==> src/rtl/ultrasonic_trigger_gen_if.sv <==
// Signal bundle between the ultrasonic ranging initiator and its surroundings:
// sensor pins, measurement window and per-measurement result strobes.
interface ultrasonic_trigger_gen_if #(
   parameter int CW = 32
);
   logic          enable;
   logic          echo;
   logic          trig;
   logic          dis_start;
   logic          busy;
   logic [CW-1:0] echo_cycles;
   logic          done;
   logic          timeout;

   modport master (
      input  enable, echo,
      output trig, dis_start, busy, echo_cycles, done, timeout
   );

   modport slave (
      output enable, echo,
      input  trig, dis_start, busy, echo_cycles, done, timeout
   );
endinterface

==> src/rtl/ultrasonic_trigger_gen.sv <==
// Periodic ultrasonic trigger generator: fires the sensor trigger, opens the
// measurement window, times the synchronized echo and reports done/timeout.
module ultrasonic_trigger_gen #(
   parameter int TRIG_CYCLES   = 1000,
   parameter int WINDOW_CYCLES = 3000000,
   parameter int PERIOD_CYCLES = 6000000,
   parameter int CW            = 32
) (
   input logic                      clk,
   input logic                      rst,
   ultrasonic_trigger_gen_if.master bus
);

   typedef enum logic [2:0] {
      IDLE,
      TRIG,
      WAIT_ECHO,
      ECHO_HIGH,
      HOLDOFF
   } state_t;

   localparam logic [CW-1:0] ONE         = CW'(1);
   localparam logic [CW-1:0] TRIG_LAST   = CW'(TRIG_CYCLES - 1);
   localparam logic [CW-1:0] WINDOW_LAST = CW'(WINDOW_CYCLES - 1);
   localparam logic [CW-1:0] PERIOD_LAST = CW'(PERIOD_CYCLES - 1);

   state_t        state;
   logic [CW-1:0] period_cnt;
   logic [CW-1:0] window_cnt;
   logic [CW-1:0] width_cnt;
   logic [CW-1:0] width_inc;
   logic          echo_m, echo_s, echo_d;
   logic          echo_rise;
   logic          window_end;

   logic          trig_q, dis_start_q, busy_q, done_q, timeout_q;
   logic [CW-1:0] echo_cycles_q;

   // Raw echo is asynchronous: two flops for metastability, a third for edges.
   // NOTE: non-blocking assignments make each flop take its neighbour's pre-edge value.
   always_ff @(posedge clk or posedge rst) begin
      if (rst) begin
         echo_m <= 1'b0;
         echo_s <= 1'b0;
         echo_d <= 1'b0;
      end else begin
         echo_m <= bus.echo;
         echo_s <= echo_m;
         echo_d <= echo_s;
      end
   end

   assign echo_rise  = echo_s & ~echo_d;
   assign window_end = (window_cnt == WINDOW_LAST);
   assign width_inc  = (&width_cnt) ? width_cnt : width_cnt + ONE;

   always_ff @(posedge clk or posedge rst) begin
      if (rst) begin
         state         <= IDLE;
         period_cnt    <= '0;
         window_cnt    <= '0;
         width_cnt     <= '0;
         trig_q        <= 1'b0;
         dis_start_q   <= 1'b0;
         busy_q        <= 1'b0;
         done_q        <= 1'b0;
         timeout_q     <= 1'b0;
         echo_cycles_q <= '0;
      end else begin
         done_q    <= 1'b0;
         timeout_q <= 1'b0;
         if (state != IDLE) period_cnt <= period_cnt + ONE;

         case (state)
            IDLE: begin
               if (bus.enable) begin
                  state      <= TRIG;
                  period_cnt <= '0;
                  trig_q     <= 1'b1;
                  busy_q     <= 1'b1;
               end
            end

            TRIG: begin
               if (period_cnt == TRIG_LAST) begin
                  state       <= WAIT_ECHO;
                  window_cnt  <= '0;
                  trig_q      <= 1'b0;
                  dis_start_q <= 1'b1;
               end
            end

            // A rise needs echo_d low, so an echo already high on entry is ignored.
            WAIT_ECHO: begin
               window_cnt <= window_cnt + ONE;
               if (window_end) begin
                  state         <= HOLDOFF;
                  dis_start_q   <= 1'b0;
                  timeout_q     <= 1'b1;
                  echo_cycles_q <= echo_rise ? ONE : '0;
               end else if (echo_rise) begin
                  state     <= ECHO_HIGH;
                  width_cnt <= ONE;
               end
            end

            // Fall is tested first so it wins over a coinciding window expiry.
            ECHO_HIGH: begin
               window_cnt <= window_cnt + ONE;
               if (!echo_s) begin
                  state         <= HOLDOFF;
                  dis_start_q   <= 1'b0;
                  done_q        <= 1'b1;
                  echo_cycles_q <= width_cnt;
               end else begin
                  width_cnt <= width_inc;
                  if (window_end) begin
                     state         <= HOLDOFF;
                     dis_start_q   <= 1'b0;
                     timeout_q     <= 1'b1;
                     echo_cycles_q <= width_inc;
                  end
               end
            end

            HOLDOFF: begin
               if (period_cnt == PERIOD_LAST) begin
                  period_cnt <= '0;
                  if (bus.enable) begin
                     state  <= TRIG;
                     trig_q <= 1'b1;
                  end else begin
                     state  <= IDLE;
                     busy_q <= 1'b0;
                  end
               end
            end

            default: begin
               state       <= IDLE;
               trig_q      <= 1'b0;
               dis_start_q <= 1'b0;
               busy_q      <= 1'b0;
            end
         endcase
      end
   end

   assign bus.trig        = trig_q;
   assign bus.dis_start   = dis_start_q;
   assign bus.busy        = busy_q;
   assign bus.done        = done_q;
   assign bus.timeout     = timeout_q;
   assign bus.echo_cycles = echo_cycles_q;

endmodule
==> src/flat_wrapper.sv <==
// flat-port wrapper written by rule: the top's interface ports become plain ports
module ultrasonic_trigger_gen_flat 
#(
   parameter int TRIG_CYCLES   = 1000,
   parameter int WINDOW_CYCLES = 3000000,
   parameter int PERIOD_CYCLES = 6000000,
   parameter int CW            = 32
)
  (clk, rst, bus_enable, bus_echo, bus_trig, bus_dis_start, bus_busy, bus_echo_cycles, bus_done, bus_timeout);
  ultrasonic_trigger_gen_if #(.CW(CW)) bus_i ();
  input logic clk;
  input logic rst;
  input wire logic [$bits(bus_i.enable)-1:0] bus_enable;
  input wire logic [$bits(bus_i.echo)-1:0] bus_echo;
  output wire logic [$bits(bus_i.trig)-1:0] bus_trig;
  output wire logic [$bits(bus_i.dis_start)-1:0] bus_dis_start;
  output wire logic [$bits(bus_i.busy)-1:0] bus_busy;
  output wire logic [$bits(bus_i.echo_cycles)-1:0] bus_echo_cycles;
  output wire logic [$bits(bus_i.done)-1:0] bus_done;
  output wire logic [$bits(bus_i.timeout)-1:0] bus_timeout;
  assign bus_i.enable = bus_enable;
  assign bus_i.echo = bus_echo;
  assign bus_trig = bus_i.trig;
  assign bus_dis_start = bus_i.dis_start;
  assign bus_busy = bus_i.busy;
  assign bus_echo_cycles = bus_i.echo_cycles;
  assign bus_done = bus_i.done;
  assign bus_timeout = bus_i.timeout;
  ultrasonic_trigger_gen #(.TRIG_CYCLES(TRIG_CYCLES), .WINDOW_CYCLES(WINDOW_CYCLES), .PERIOD_CYCLES(PERIOD_CYCLES), .CW(CW)) u_core (.clk(clk), .rst(rst), .bus(bus_i));
endmodule
==> config.mk <==
export PLATFORM = sky130hd
export DESIGN_NAME = ultrasonic_trigger_gen_flat
export DESIGN_NICKNAME = d
export VERILOG_FILES = /design/src/rtl/ultrasonic_trigger_gen_if.sv /design/src/rtl/ultrasonic_trigger_gen.sv /design/src/flat_wrapper.sv
export SDC_FILE = /design/constraint.sdc
export NUM_CORES = 1
export LEC_CHECK = 0
export ABC_AREA = 1
export BUFFER_PORTS_ARGS = -buffer_cell sky130_fd_sc_hd__buf_2
export CAP_MARGIN = 15
export CELL_PAD_IN_SITES_DETAIL_PLACEMENT = 1
export CELL_PAD_IN_SITES_GLOBAL_PLACEMENT = 2
export CORE_MARGIN = 8
export CORE_UTILIZATION = 38
export CTS_CLUSTER_DIAMETER = 80
export DETAILED_ROUTE_END_ITERATION = 7
export PLACE_DENSITY = 0.82
export SYNTH_ARGS = -nofsm -noshare
export SYNTH_HDL_FRONTEND = slang
export SYNTH_SLANG_ARGS = --single-unit
export TNS_END_PERCENT = 10
==> constraint.sdc <==
create_clock -name clk -period 8.85 [get_ports clk]
set_input_delay 0.885 -clock clk [delete_from_list [all_inputs] [get_ports clk]]
set_output_delay 0.885 -clock clk [all_outputs]
set_load 0.05 [all_outputs]
==> results.py, run 1 <==
metrics = {
    "yosys": {
        "synth_warnings": 0,
        "synth_edf_count": 0,
        "synthTopCellsByArea": "dfrtp_1, nand2_1, nand3_1",
        "yosysTopAreaCell": "dfrtp_1",
        "syn-mean-instance-area_um2": 6.70,
        "yosysSeqAreaShare": 0.397,
        "syn-num-nets": 1314,
        "synth_seq_cells": 139,
        "netlist_instances": 1307,
        "synthArstFlopShare": 1.00,
        "synth_top_cell_area_share": 0.397,
        "ys.flop_type": "dfrtp_1",
        "synth_cell_types": 42,
        "netlist_area_um2": 8750,
    },
    "routing": {
        "routed_via_density": 5.30,
        "drt_pass1_iterations": 4,
        "ant_nets": 0,
        "vias": 8654,
        "detail_route.wl_per_cell_um": 17.9,
        "totalWireLength_um": 29200,
        "first_iter_violations": 554,
        "drcViolationCount": 0,
    },
    "worst_setup_path": {
        "critPathKind": "flip-flop to flip-flop",
        "critical_path_buf_inv_count": 4,
        "r2r-start": "u_core.echo_s$_DFF_PP0_",
        "reg2regPathDepth": 8,
        "path_cells": "buf_4 -> inv_1 -> nor2_2 -> inv_1 -> o21ai_1 -> o21ai_2 -> buf_4 -> a21o_1",
        "crit_required_ns": 9.17,
        "crit_family": "buffers and inverters",
        "cp.arrival_ns": 3.60,
        "slowest_stage": "nor2_2",
        "rrSetupSlack_ns": 5.58,
        "crit_start": "u_core.echo_s$_DFF_PP0_",
        "cp_max_fo": 32,
        "start_kind": "flip-flop",
        "slowest_delay_ns": 0.72,
        "endpoint_kind": "flip-flop",
        "reg2reg_to": "u_core.width_cnt[14]$_DFFE_PP0P_",
    },
    "die": {
        "core_area_um2": 22600,
        "num_rows": 55,
        "fp.dieH_um": 168,
        "start_util": 0.387,
        "die_w_um": 168,
        "die_area_um2": 28200,
        "io_pins": 41,
    },
    "final_layout": {
        "fillers": 2954,
        "layout_common_cells": "nand2_1, nor2_1, nand3_1, dfrtp_1, inv_1",
        "nNetsFinal": 1343,
        "antenna_cells": 0,
        "drive_gt1_frac": 0.0890,
        "final_common_cell": "nand2_1",
        "syn2layout_area_growth_pct": 11.9,
    },
    "pwr": {
        "power_density_nw_per_um2": 251,
        "seqPwrFrac": 0.334,
        "intPower_mw": 1.38,
        "power_frac_comb": 0.353,
        "ir_drop_uv": 176,
        "clockPowerShare": 0.313,
        "swShare": 0.439,
        "cellLeakagePower_nw": 4.70,
        "p_total_mw": 2.46,
        "power_switching_mw": 1.08,
    },
    "place": {
        "port_buffers": 40,
        "hpwl_um": 21700,
        "gp_congestion": 0.838,
    },
    "timing": {
        "skew_ns": 0.0168,
        "setup_violations": 0,
        "fin_hold_ws_ns": 0.372,
        "period_share": 0.370,
        "maxSlewHeadroom": 0.322,
        "rsz0062_at_grt": "false",
        "setup_tns_ns": 0,
        "max_freq_mhz": 305,
        "final_max_slew_viol_count": 0,
        "hold_violations": 0,
        "worst_pin_slew_ns": 1.01,
        "fin_crit_ns": 3.27,
    },
    "cts": {
        "tritoncts": "yes",
        "post_cts_buffers": 0,
        "cts_sinks": 139,
        "cts_root_buf": "clkbuf_16",
        "cts_max_level": 4,
        "post_cts_resized": 0,
        "cts_buffer_depth": 2,
        "insertion_delay_ns": 0.43,
        "cts-hold-fix-buffers": 0,
        "numCtsBuffers": 17,
        "clk_pin_slew_ns": 0.07,
    },
    "grt": {
        "grt_usage": 0.215,
        "grt_max_degree": 75,
        "grt_pass1_vias": 9091,
        "grt_pass1_wl_um": 48400,
        "antenna_found_initial": 0,
        "grt-ovfl-total": 0,
    },
    "min_path": {
        "min_path_cells": 0,
        "min_path_type": "flip-flop to flip-flop",
        "whs_endpoint": "u_core.echo_s$_DFF_PP0_",
        "worstHoldStart": "u_core.echo_m$_DFF_PP0_",
    },
    "status": {
        "status": "finished clean",
    },
    "flow_run": {
        "maxCapViolCount": 0,
    },
}
==> metal layers <==
layer	share of wire	global-route usage	vias up
met2	0.49	0.373	122
met4	0.023	0.0637	0
li1	-	-	4260
met5	0	0	-
met1	0.46	0.267	4231
met3	0.028	0.0374	41
==> how the worst max path moves through the flow <==
stage | slack [ns] | cells after the start | to
after floorplan | 4.24 | 1 | u_core.bus.busy$_DFFE_PP0P_
after global placement | 5.56 | 8 | u_core.width_cnt[16]$_DFFE_PP0P_
after detailed placement | 5.50 | 8 | u_core.width_cnt[14]$_DFFE_PP0P_
after CTS | 5.49 | 8 | u_core.width_cnt[2]$_DFFE_PP0P_
after global routing | 5.21 | 9 | u_core.width_cnt[1]$_DFFE_PP0P_
final | 5.58 | 8 | u_core.width_cnt[14]$_DFFE_PP0P_
==> synth_stat cells (6+ instances only) <==
library cell    n
buf_2          11
o21ai_0        47
a21o_1         14
o21ai_1        10
nor3_1         27
inv_1         120
o211ai_1        6
or2_2           7
nand3_1       148
a21oi_1        36
xor2_1         21
nor2_1        166
clkbuf_1       15
nand4_1        19
dfrtp_1       139
nor2_2          9
o22ai_1         6
nand2_2         6
o21ai_2         7
nand2_1       446
==> flip-flops by register name, summed over array words and instances (netlist names), 3 cells and up <==
register / count
u_core.bus.echo_cycles: 32
u_core.period_cnt: 32
u_core.state: 3
u_core.width_cnt: 32
u_core.window_cnt: 32
==> power by group through the flow <==
| stage | clock (mW) | sequential (mW) | combinational [mW] |
|---|---|---|---|
| after CTS | 0.790 | 0.826 | 0.883 |
| after global placement | 0 | 0.833 | 0.871 |
| after floorplan | 0 | 1.04 | 0.430 |
| after detailed placement | 0 | 0.836 | 0.879 |
| final | 0.771 | 0.824 | 0.868 |
| after global routing | 0.811 | 0.837 | 0.956 |
==> area by class of cell <==
cell class	count	area [um2]	share of cell area
multi-input cells	1008	4630	0.472
flip-flops and latches	139	3480	0.355
inverters	125	474	0.0484
clock buffers	18	439	0.0448
well taps	285	357	0.0364
repair buffers	45	238	0.0243
clock inverters	14	183	0.0186
==> through the flow <==
step           instance area [um2]  worst slack [ns]  instances   util
2_1_floorplan                 8750              4.24       1307      -
6_report                      9800              5.58       1634  0.433
4_1_cts                       9800              5.49       1634  0.433
5_1_grt                       9800              5.21       1634  0.433
3_3_place_gp                  9180              5.56       1602  0.405
3_5_place_dp                  9180              5.50       1602  0.405
==> cell families after synthesis <==
kind of cell	after synthesis	synth area share
flops	139	0.397
simple gates	846	0.410
buf+inv	160	0.0745
xor+xnor	25	0.0250
fa+ha+maj	3	0.00429
compound gates	134	0.0885
Power figures use the tool's default switching activity.
==> run 2, diff against run 1 <==
--- a/config.mk
+++ b/config.mk
@@ -11,10 +11,10 @@
 export CELL_PAD_IN_SITES_DETAIL_PLACEMENT = 1
 export CELL_PAD_IN_SITES_GLOBAL_PLACEMENT = 2
 export CORE_MARGIN = 8
-export CORE_UTILIZATION = 38
+export CORE_UTILIZATION = 32
 export CTS_CLUSTER_DIAMETER = 80
 export DETAILED_ROUTE_END_ITERATION = 7
-export PLACE_DENSITY = 0.82
+export PLACE_DENSITY = 0.73
 export SYNTH_ARGS = -nofsm -noshare
 export SYNTH_HDL_FRONTEND = slang
 export SYNTH_SLANG_ARGS = --single-unit
==> constraint.sdc (replaced) <==
create_clock -name clk -period 2.77 [get_ports clk]
set_input_delay 0.277 -clock clk [delete_from_list [all_inputs] [get_ports clk]]
set_output_delay 0.277 -clock clk [all_outputs]
set_load 0.05 [all_outputs]
==> results.py, run 2 (synthesized netlist as in run 1, its figures left out) <==
metrics = {
    "place": {
        "gp_congestion": 0.841,
        "hpwl_um": 22600,
        "dp_cells": 1673,
        "port_buffers": 40,
    },
    "timing": {
        "hold_violations": 0,
        "rsz0062_at_grt": "false",
        "period_share": 0.886,
        "setup_tns_ns": 0,
        "skew_ns": 0.0123,
        "max_freq_mhz": 408,
        "final_max_slew_viol_count": 0,
        "setup_violations": 0,
        "maxSlewHeadroom": 0.520,
        "worst_pin_slew_ns": 0.720,
        "fin_crit_ns": 2.45,
    },
    "flow_run": {
        "maxCapViolCount": 0,
    },
    "worst_setup_path": {
        "start_kind": "flip-flop",
        "cp_max_fo": 30,
        "cp.arrival_ns": 2.82,
        "endpoint_kind": "flip-flop",
        "critPathKind": "flip-flop to flip-flop",
        "reg2regPathDepth": 10,
        "crit_required_ns": 3.14,
    },
    "status": {
        "status": "finished clean",
    },
    "die": {
        "die_area_um2": 32900,
        "fp.dieH_um": 181,
        "num_rows": 60,
        "start_util": 0.326,
        "die_w_um": 181,
        "core_area_um2": 26900,
        "io_pins": 41,
    },
    "final_layout": {
        "drive_gt1_frac": 0.0982,
        "layout_common_cells": "nand2_1, nor2_1, nand3_1, dfrtp_1, inv_1",
        "nNetsFinal": 1359,
        "final_cells": 1706,
        "syn2layout_area_growth_pct": 14.0,
        "final_common_cell": "nand2_1",
        "antenna_cells": 0,
    },
    "min_path": {
        "min_path_type": "primary input to asynchronous set/reset pin",
    },
    "cts": {
        "cts_root_buf": "clkbuf_16",
        "cts_max_level": 4,
        "cts_sinks": 139,
        "clk_pin_slew_ns": 0.07,
        "post_cts_buffers": 0,
        "cts_buffer_depth": 2,
        "tritoncts": "yes",
        "numCtsBuffers": 17,
        "insertion_delay_ns": 0.44,
    },
    "routing": {
        "ant_nets": 0,
        "drt_pass1_iterations": 5,
        "drcViolationCount": 0,
        "routed_via_density": 4.98,
        "first_iter_violations": 493,
        "vias": 8503,
        "totalWireLength_um": 30000,
        "detail_route.wl_per_cell_um": 17.6,
    },
    "grt": {
        "grt_usage": 0.189,
        "antenna_found_initial": 0,
        "grt_pass1_wl_um": 49500,
        "grt_max_degree": 104,
        "grt-ovfl-total": 0,
        "grt_pass1_vias": 9010,
    },
    "pwr": {
        "power_density_nw_per_um2": 787,
        "cellLeakagePower_nw": 4.75,
        "ir_drop_uv": 445,
    },
}
## run 2: per-stage QoR
stage          instance area, um2  hold slack, ns  power [mW]  setup WS, ns  utilization
6_report                     9980          0.0282        7.85         0.317        0.371
5_1_grt                      9980          0.0757        8.34        0.0370        0.371
4_1_cts                      9980          0.0407        8.00         0.283        0.371
3_5_place_dp                 9380           0.337        5.56         0.282        0.349
3_3_place_gp                 9380           0.345        5.53         0.261        0.349
2_1_floorplan                8760           0.308        4.69         0.758            -
## run 2: final timing paths
kind	start	slack, ns	endpoint
setup / recovery	u_core.width_cnt[1]$_DFFE_PP0P_	0.32	u_core.bus.echo_cycles[2]$_DFFE_PP0P_
max in group asynchronous	rst	2.30	u_core.width_cnt[30]$_DFFE_PP0P_
setup reg to reg	u_core.width_cnt[1]$_DFFE_PP0P_	0.32	u_core.bus.echo_cycles[2]$_DFFE_PP0P_
hold reg to reg	u_core.echo_m$_DFF_PP0_	0.35	u_core.echo_s$_DFF_PP0_
min in group clk	bus_enable	0.11	u_core.period_cnt[13]$_DFF_PP0_
hold / removal	rst	0.03	u_core.period_cnt[25]$_DFF_PP0_
## run 2: where the power goes
| group | internal, mW | switching [mW] | total (mW) |
|---|---|---|---|
| sequential | 2.35 | 0.279 | 2.63 |
| combinational | 0.670 | 2.17 | 2.84 |
| clock | 1.35 | 1.04 | 2.39 |
| total | 4.36 | 3.49 | 7.85 |
## run 2: area by class of cell
type / instances / area [um2]
clock inverter: 14 / 161
tap: 341 / 427
timing repair buffer: 61 / 385
multi-input combinational: 1008 / 4630
sequential: 139 / 3480
inverter: 125 / 473
fill: 3493 / 16900
clock buffer: 18 / 429
## run 2: timing repair
item / in CTS / in global routing
endpoints found under the hold margin: 1 / 0
gates resized for setup: 0 / 0
setup endpoints to repair: 0 / 0
hold buffers: 1 / 0
## run 2: critical path, cell delays in order (launching register included)
cell      delay [ns]
dfrtp_1         0.44
ha_1            0.30
inv_1           0.11
nor2_1          0.14
nand2_2         0.11
nor2_4          0.20
nand2_2         0.44
buf_12          0.34
nand3_1         0.08
o211ai_1        0.11
o21ai_2         0.12
## run 2: routing by layer
| layer | up-vias | GRT usage | part of all wire |
|---|---|---|---|
| met1 | 4119 | 0.243 | 0.47 |
| met2 | 85 | 0.329 | 0.49 |
| li1 | 4274 | - | - |
| met5 | - | 0 | 0 |
| met3 | 25 | 0.0251 | 0.018 |
| met4 | 0 | 0.0462 | 0.013 |
==> run 3, diff against run 2 <==
--- a/config.mk
+++ b/config.mk
@@ -14,7 +14,8 @@
 export CORE_UTILIZATION = 32
 export CTS_CLUSTER_DIAMETER = 80
 export DETAILED_ROUTE_END_ITERATION = 7
-export PLACE_DENSITY = 0.73
+export PLACE_DENSITY = 0.82
+export SLEW_MARGIN = 0
 export SYNTH_ARGS = -nofsm -noshare
 export SYNTH_HDL_FRONTEND = slang
 export SYNTH_SLANG_ARGS = --single-unit
==> results.py, run 3 (synthesized netlist as in run 1, its figures left out) <==
metrics = {
    "timing": {
        "final_max_slew_viol_count": 0,
        "fin_hold_ws_ns": -0.0351,
        "max_freq_mhz": 429,
        "setup_tns_ns": 0,
        "fin_crit_ns": 2.33,
        "skew_ns": 0.0177,
        "rsz0062_at_grt": "false",
        "hold_violations": 3,
        "setup_violations": 0,
        "maxSlewHeadroom": 0.563,
        "worst_pin_slew_ns": 0.655,
        "period_share": 0.842,
    },
    "die": {
        "start_util": 0.326,
        "core_area_um2": 26900,
        "io_pins": 41,
        "num_rows": 60,
        "die_w_um": 181,
        "die_area_um2": 32900,
        "fp.dieH_um": 181,
    },
    "min_path": {
        "min_path_type": "primary input to asynchronous set/reset pin",
    },
    "grt": {
        "antenna_found_initial": 0,
        "grt_max_degree": 93,
        "grt-ovfl-total": 0,
        "grt_pass1_wl_um": 48800,
        "grt_pass1_vias": 9046,
        "grt_usage": 0.182,
    },
    "place": {
        "dp_cells": 1674,
        "port_buffers": 40,
        "gp_congestion": 0.887,
        "hpwl_um": 21700,
    },
    "routing": {
        "drcViolationCount": 0,
        "ant_nets": 0,
        "top_layer_used": "met4",
        "totalWireLength_um": 29100,
        "detail_route.wl_per_cell_um": 17.0,
        "wl_met2_um": 12600,
        "drt_pass1_iterations": 4,
        "routed_via_density": 5.08,
        "vias": 8662,
        "wl_met1_um": 15200,
        "dr_wl_met3_um": 900,
        "first_iter_violations": 506,
    },
    "worst_setup_path": {
        "path_cells": "ha_1 -> inv_1 -> nor2_1 -> nand2_2 -> nor2_4 -> nand2_2 -> buf_4 -> a21oi_1 -> nor2_1 -> nor2_1",
        "cp.arrival_ns": 2.70,
        "cp_max_fo": 21,
        "slowest_stage": "dfrtp_1",
        "crit_family": "simple AND/OR/NAND/NOR gates",
        "crit_top_cell": "nor2_1",
        "slowest_delay_ns": 0.43,
        "start_kind": "flip-flop",
        "critPathKind": "flip-flop to flip-flop",
        "critical_path_buf_inv_count": 2,
        "crit_required_ns": 3.13,
        "crit_start": "u_core.width_cnt[1]$_DFFE_PP0P_",
        "endpoint_kind": "flip-flop",
        "r2r-start": "u_core.width_cnt[1]$_DFFE_PP0P_",
    },
    "final_layout": {
        "multi_input_area_um2": 4630,
        "final_common_cell": "nand2_1",
        "antenna_cells": 0,
        "final-seq-area_um2": 3480,
        "final_cells": 1706,
        "syn2layout_area_growth_pct": 14.9,
        "drive_gt1_frac": 0.0989,
        "nNetsFinal": 1360,
        "layout_common_cells": "nand2_1, nor2_1, nand3_1, dfrtp_1, inv_1",
        "fillers": 3511,
    },
    "cts": {
        "numCtsBuffers": 17,
        "cts_sinks": 139,
        "cts_buffer_depth": 2,
        "cts_root_buf": "clkbuf_16",
        "cts_max_level": 4,
        "post_cts_resized": 0,
        "clk_pin_slew_ns": 0.07,
        "insertion_delay_ns": 0.44,
        "post_cts_buffers": 0,
        "tritoncts": "yes",
        "cts-hold-fix-buffers": 1,
    },
    "pwr": {
        "power_density_nw_per_um2": 818,
        "cellLeakagePower_nw": 4.80,
        "ir_drop_uv": 456,
    },
    "status": {
        "status": "complete, but fails checks",
        "failed_checks": "negative hold slack",
    },
    "flow_run": {
        "maxCapViolCount": 0,
    },
}
==> run 3: metal layers <==
metal | vias up | global-route usage
li1 | 4286 | -
met1 | 4214 | 0.260
met2 | 126 | 0.282
met3 | 36 | 0.0301
met4 | 0 | 0.0469
met5 | - | 0
==> run 3: stage by stage <==
stage	setup slack [ns]	util	cell area (um2)	power, mW	hold WS [ns]
2_1_floorplan	0.758	-	8760	4.69	0.308
3_3_place_gp	0.579	0.349	9380	5.57	0.342
4_1_cts	0.451	0.374	10100	8.35	0.0129
6_report	0.437	0.374	10100	8.22	-0.0351
5_1_grt	0.200	0.374	10100	8.70	0.0229
3_5_place_dp	0.473	0.349	9380	5.61	0.340
==> run 3: path summary, 6_finish.rpt <==
| path | endpoint | slack, ns | cells after the start |
|---|---|---|---|
| hold / removal | u_core.window_cnt[8]$_DFFE_PP0P_ | -0.04 | 3 |
| min in group clk | u_core.period_cnt[13]$_DFF_PP0_ | 0.16 | 2 |
| setup / recovery | u_core.bus.echo_cycles[13]$_DFFE_PP0P_ | 0.44 | 10 |
| hold reg to reg | u_core.echo_s$_DFF_PP0_ | 0.35 | 0 |
| max in group asynchronous | u_core.width_cnt[10]$_DFFE_PP0P_ | 2.23 | 3 |
| setup reg to reg | u_core.bus.echo_cycles[13]$_DFFE_PP0P_ | 0.44 | 10 |
==> run 3: cell type report <==
class / count / share of cell area
clock buffers: 17 / 0.0423
clock inverters: 14 / 0.0243
inverters: 125 / 0.0470
multi-input cells: 1008 / 0.460
flip-flops and latches: 139 / 0.346
well taps: 341 / 0.0424
repair buffers: 62 / 0.0378
==> run 3: tightest hold or removal path, delay by kind of cell <==
| family | cells | cell delay [ns] |
|---|---|---|
| buffers and inverters | 3 | 0.56 |
==> run 3: where the power goes <==
part	internal [mW]	switching [mW]	leakage (nW)
Sequential	2.35	0.308	1.89
Clock	1.69	0.998	0.320
Combinational	0.678	2.20	2.59
Total	4.72	3.50	4.80
